[src/rtl/ifid_fetch_queue.sv]
// IF/ID instruction queue: DEPTH-entry circular buffer of {instr, pc} pairs between fetch and decode.
// Latency: one cycle from push to head visibility (show-ahead head, no input-to-output bypass).
// Backpressure: in_ready drops only on full (registered state); flush empties the queue and drops any same-cycle push.
module ifid_fetch_queue #(
    parameter int          DEPTH     = 4,
    parameter int          PTR_W     = 2,
    parameter logic [31:0] NOP_INSTR = 32'h0000_0000,
    parameter logic [31:0] RESET_PC  = 32'h0000_3000
) (
    input  logic             clk,
    input  logic             reset,
    input  logic             in_valid,
    input  logic [31:0]      in_instr,
    input  logic [31:0]      in_pc,
    output logic             in_ready,
    output logic             out_valid,
    output logic [31:0]      out_instr,
    output logic [31:0]      out_pc,
    input  logic             out_ready,
    input  logic             flush,
    output logic [PTR_W:0]   count
);

    typedef struct packed {
        logic [31:0] instr;
        logic [31:0] pc;
    } entry_t;

    localparam logic [PTR_W:0] CNT_FULL = (PTR_W+1)'(DEPTH);

    entry_t           mem [DEPTH];
    logic [PTR_W-1:0] wp;
    logic [PTR_W-1:0] rp;
    logic [PTR_W:0]   cnt;
    logic             push;
    logic             pop;

    // in_ready looks only at the occupancy register, so a full queue refuses
    // a push even when decode pops in the same cycle.
    assign in_ready  = (cnt != CNT_FULL);
    assign out_valid = (cnt != '0);
    assign count     = cnt;

    assign push = in_valid & in_ready & ~flush;
    assign pop  = out_valid & out_ready & ~flush;

    assign out_instr = out_valid ? mem[rp].instr : NOP_INSTR;
    assign out_pc    = out_valid ? mem[rp].pc    : RESET_PC;

    always_ff @(posedge clk or negedge reset) begin
        if (!reset) begin
            wp  <= '0;
            rp  <= '0;
            cnt <= '0;
        end else if (flush) begin
            wp  <= '0;
            rp  <= '0;
            cnt <= '0;
        end else begin
            if (push) begin
                wp <= wp + 1'b1;
            end
            if (pop) begin
                rp <= rp + 1'b1;
            end
            if (push && !pop) begin
                cnt <= cnt + 1'b1;
            end else if (pop && !push) begin
                cnt <= cnt - 1'b1;
            end
        end
    end

    // Storage carries no reset; only entries between rp and wp are ever observed.
    always_ff @(posedge clk) begin
        if (push) begin
            mem[wp] <= '{instr: in_instr, pc: in_pc};
        end
    end

endmodule
[config.mk]
export PLATFORM = sky130hd
export DESIGN_NAME = ifid_fetch_queue
export DESIGN_NICKNAME = d
export VERILOG_FILES = /design/src/rtl/ifid_fetch_queue.sv
export SDC_FILE = /design/constraint.sdc
export NUM_CORES = 1
export LEC_CHECK = 0
export BUFFER_PORTS_ARGS = -buffer_cell sky130_fd_sc_hd__buf_2
export CAP_MARGIN = 20
export CORE_MARGIN = 3
export CORE_UTILIZATION = 61
export DETAILED_ROUTE_END_ITERATION = 10
export PLACE_DENSITY_LB_ADDON = 0.15
export SLEW_MARGIN = 15
export SYNTH_ARGS = -nofsm -noshare
export SYNTH_HDL_FRONTEND = slang
export SYNTH_SLANG_ARGS = --single-unit
[constraint.sdc]
create_clock -name clk -period 6.1 [get_ports clk]
set_input_delay 0.305 -clock clk [delete_from_list [all_inputs] [get_ports clk]]
set_output_delay 0.305 -clock clk [all_outputs]
set_load 0.01 [all_outputs]
==> qor_table.md <==
| Item | Value |
|---|---|
| Run status | finished, final reports clean |
| Starting density of the core | 0.634 |
| Combinational power share | 0.240 |
| Post-synthesis sequential area ratio | 0.770 |
| Post-synthesis mux area share | 0.145 |
| Site row count | 46 |
| PostCTS Resize Cnt | 0 |
| Setup repair after global routing missed its margin | false |
| Die boundary height | 135 um |
| Non-filler cells, final | 906 |
| Placer congestion estimate | 0.711 |
| Final net count | 743 |
| Wire length of the first global-routing pass | 29.4 mm |
| I/O pin count | 138 |
| Measured slew at the worst slew-check pin | 1.02 ns |
| Pins Over Slew Limit | 0 |
| Critical path capture point type | output pin |
| Net load switching power | 1.33 mW |
| Share of layout cells above drive strength 1 | 0.370 |
| Leading post-synthesis cells by cell area | sky130_fd_sc_hd__edfxtp_1 (75%), sky130_fd_sc_hd__mux4_2 (14%), sky130_fd_sc_hd__and2_1 (4.0%) |
| Number of DRC violations after detailed routing | 0 |
| Worst max-slew margin expressed relative to the limit | 0.320 |
| Critical-path maximum fanout | 42 |
| Placed cell count | 796 |
| Number of hold violations in the final report | 0 |
| Area added between synthesis and finish | 22.3% |
| Syn_nets | 540 |
| Vias in the first global route | 5,505 |
| Number of buffers created by CTS | 27 |
| Switching share of total power | 0.270 |
| Worst-case vdd ir drop | 0.000358 V |
| Clock tree skew after final layout | 0.0228 ns |
| Setup Fix Bufs, Post-CTS | 0 |
| Static Leak | 4.34 nW |
| Mean instance size in the synthesized netlist | 21.9 um2 |
| Required time at the worst-slack endpoint | 5.79 ns |
| Synth Instances | 466 |
| Routed vias/inst | 5.61 |
| Initial antenna violation count | 0 |
| Detailed-route wire length | 18.8 mm |
| Final Power | 4.93 mW |
| Area fraction in and, or, nand and nor cells after synthesis | 0.0507 |
| Most common library cells after synthesis | sky130_fd_sc_hd__edfxtp_1 (256), sky130_fd_sc_hd__and2_1 (66), sky130_fd_sc_hd__mux4_2 (64) |
| Count of routing violations after the opening detailed-route iteration | 277 |
| Hold endpoint | mem[3][48]$_DFFE_PP_ |
| Async set-or-reset flop fraction in the synthesized netlist | 0.0266 |
| Cell area after synthesis | 0.0102 mm2 |
| Pint | 3.59 mW |
| Per-cell routed wire length | 20.7 um |
| Clock Sinks | 263 |
| Critical register-to-register path startpoint | count[0]$_DFFE_PN0P_ |
| Proportion of power drawn by the clock network | 0.309 |
| Number of nets still failing antenna checks after routing | 0 |
| Worst Hold Path Cells | 1 |
| H-tree levels | 1 |
| Number of iterations in the first detailed-routing pass | 4 |
| Clock transition at the registers of the reported paths | 0.06 ns |
| Cell accounting for the most synthesized area | sky130_fd_sc_hd__edfxtp_1 |
| Final period demand of the worst path | 3.31 ns |
| Max Clk Rate | 302 MHz |
| Routed via count | 5,083 |
| Minimum setup slack in the final design | 2.79 ns |
| Full die area | 0.0183 mm2 |
| Leading cell type by number of instances after synthesis | sky130_fd_sc_hd__edfxtp_1 |
| Number of cell instances on the worst register-to-register path | 3 |
| Dominant combinational cell family by area after synthesis | multiplexers |
| Largest net degree at the start of global routing | 66 |
| Prevailing post-synth register cell | sky130_fd_sc_hd__edfxtp_1 |
| Cell area power density | 394 mW/mm2 |
| Number of buffers inserted by port buffering | 137 |
| Core utilization of the finished layout | 0.775 |
| Register-to-Register Setup Slack | 3.65 ns |
| Largest buffer count on any clock path | 3 |
| Buffer type at the clock tree root | sky130_fd_sc_hd__clkbuf_16 |
| Category of the worst setup path launch point | flip-flop |
| Total negative slack | 0 ns |
| Start-to-end type of the worst setup path | flip-flop to output pin |
| Arithmetic-cell share of the synthesized area counting full adders, half adders and majority gates | 0.00686 |
| HPWL reported at the end of detailed placement | 9.93 mm |
| Max_cap viols | 0 |
| Clock tree from TritonCTS | built |
| Std-Cell Core Area | 0.0161 mm2 |
| Count of flip-flops with a built-in enable after synthesis | 256 |
| Crit path from | rp[0]$_DFFE_PN0P_ |
| Total of flip-flops plus latches after synthesis | 263 |
| Skew-Pair Late Insertion Delay | 0.52 ns |
| Fraction of synthesized cell area taken by the top area cell type | 0.753 |
| Number of endpoints failing setup at the final stage | 0 |
| Sequential power share | 0.451 |
| Synth Area in Compound Gates | 0.00858 |
| Hold path startpoint | in_instr[16] |
| Overflow left after global routing | 0 |
| Worst min-delay path class | input pin to flip-flop |
| Worst setup slack before clock tree synthesis | 3.20 ns |
| Total global routing track utilization | 0.211 |
| Number of distinct standard cells referenced by the synthesized netlist | 31 |
| Share of the synthesized netlist area taken by xor and xnor gates | 0.00172 |
| Terminus of the critical flop-to-flop path | mem[3][50]$_DFFE_PP_ |
| Die outline width | 135 um |
| Post-route fraction of the period consumed by the critical path | 0.543 |
| Arrival time at the worst endpoint | 3.01 ns |
| Count of yosys warnings during synthesis | 0 |
[routing by layer]
layer  global-route usage  share of wire  up-vias
met4               0.0582          0.013        0
met2                0.361           0.53      172
met1                0.282           0.39     2596
met3               0.0409          0.064       20
li1                     -              -     2295
met5                    0              0        -
[what timing repair did]
| item | CTS | global route |
|---|---|---|
| endpoints found under the hold margin | 227 | 0 |
| hold buffers | 60 | 0 |
| setup endpoints to repair | 0 | 0 |
[stage by stage]
stage,area [um2],hold WS (ns)
2_1_floorplan,10200,0.00941
3_3_place_gp,11000,0.146
3_5_place_dp,11000,0.154
4_1_cts,12500,0.00708
5_1_grt,12500,0.0116
6_report,12500,0.0325
[power by group through the flow]
stage | registers [mW] | clock network, mW | logic, mW
floorplan | 2.15 | 0 | 0.864
global placement | 2.26 | 0 | 1.15
detailed placement | 2.27 | 0 | 1.16
CTS | 2.23 | 1.56 | 1.20
global route | 2.24 | 1.63 | 1.28
finish | 2.22 | 1.52 | 1.18
[final cells by class]
class | instances | area [um2]
sequential | 263 | 7870
fill | 904 | 3620
clock buffer | 35 | 746
multi-input combinational | 172 | 2190
clock inverter | 14 | 95.1
antenna | 1 | 2.50
timing repair buffer | 198 | 1290
tap | 216 | 270
inverter | 7 | 26.3
[flip-flops by register name, summed over array words and instances (netlist names)]
signal / count
count: 3
mem: 256
rp: 2
wp: 2
[kinds of logic after synthesis]
logic type,after synthesis
DFF,263
and+or+nand+nor,86
muxes,68
buffers and inverters,31
AOI/OAI and AO/OA,11
adders and majority gates,5
xor gates and xnor gates,2
[worst max-delay path: stages (launching register included)]
cell and delay [ns]:
sky130_fd_sc_hd__dfrtp_4 0.97, sky130_fd_sc_hd__buf_4 0.59, sky130_fd_sc_hd__mux4_2 0.55, sky130_fd_sc_hd__or2_1 0.23
sky130_fd_sc_hd__buf_2 0.14
[cells in the final DEF, fill, tap and decap left out, types with 2 or more instances in the layout]
cell type,synthesis,final
sky130_fd_sc_hd__a21oi_1,2,2
sky130_fd_sc_hd__and2_1,66,62
sky130_fd_sc_hd__and2_4,0,4
sky130_fd_sc_hd__buf_2,8,137
sky130_fd_sc_hd__clkbuf_1,9,4
sky130_fd_sc_hd__clkbuf_16,0,27
sky130_fd_sc_hd__clkbuf_8,0,4
sky130_fd_sc_hd__clkinv_1,0,3
sky130_fd_sc_hd__clkinv_2,0,9
sky130_fd_sc_hd__dfrtp_1,7,5
sky130_fd_sc_hd__dfrtp_4,0,2
sky130_fd_sc_hd__dlygate4sd3_1,0,60
sky130_fd_sc_hd__edfxtp_1,256,256
sky130_fd_sc_hd__ha_1,4,4
sky130_fd_sc_hd__inv_1,7,6
sky130_fd_sc_hd__mux2_2,2,2
sky130_fd_sc_hd__mux2i_1,2,2
sky130_fd_sc_hd__mux4_2,64,64
sky130_fd_sc_hd__nand3_1,2,2
sky130_fd_sc_hd__nand3b_1,2,2
sky130_fd_sc_hd__nor2_1,9,9
sky130_fd_sc_hd__nor3_1,2,2
sky130_fd_sc_hd__o21ai_0,2,2
sky130_fd_sc_hd__or2_1,2,2
sky130_fd_sc_hd__xor2_1,2,2
[worst max-delay path by stage]
stage / slack (ns) / endpoint / cells past startpoint
2_1_floorplan: 3.16 / mem[0][0]$_DFFE_PP_ / 4
3_3_place_gp: 3.19 / out_pc[12] / 4
3_5_place_dp: 3.20 / out_pc[12] / 4
4_1_cts: 2.64 / out_pc[12] / 4
5_1_grt: 2.52 / out_pc[12] / 4
6_report: 2.79 / out_pc[12] / 4
No activity file was read; power rests on OpenSTA's default activity.
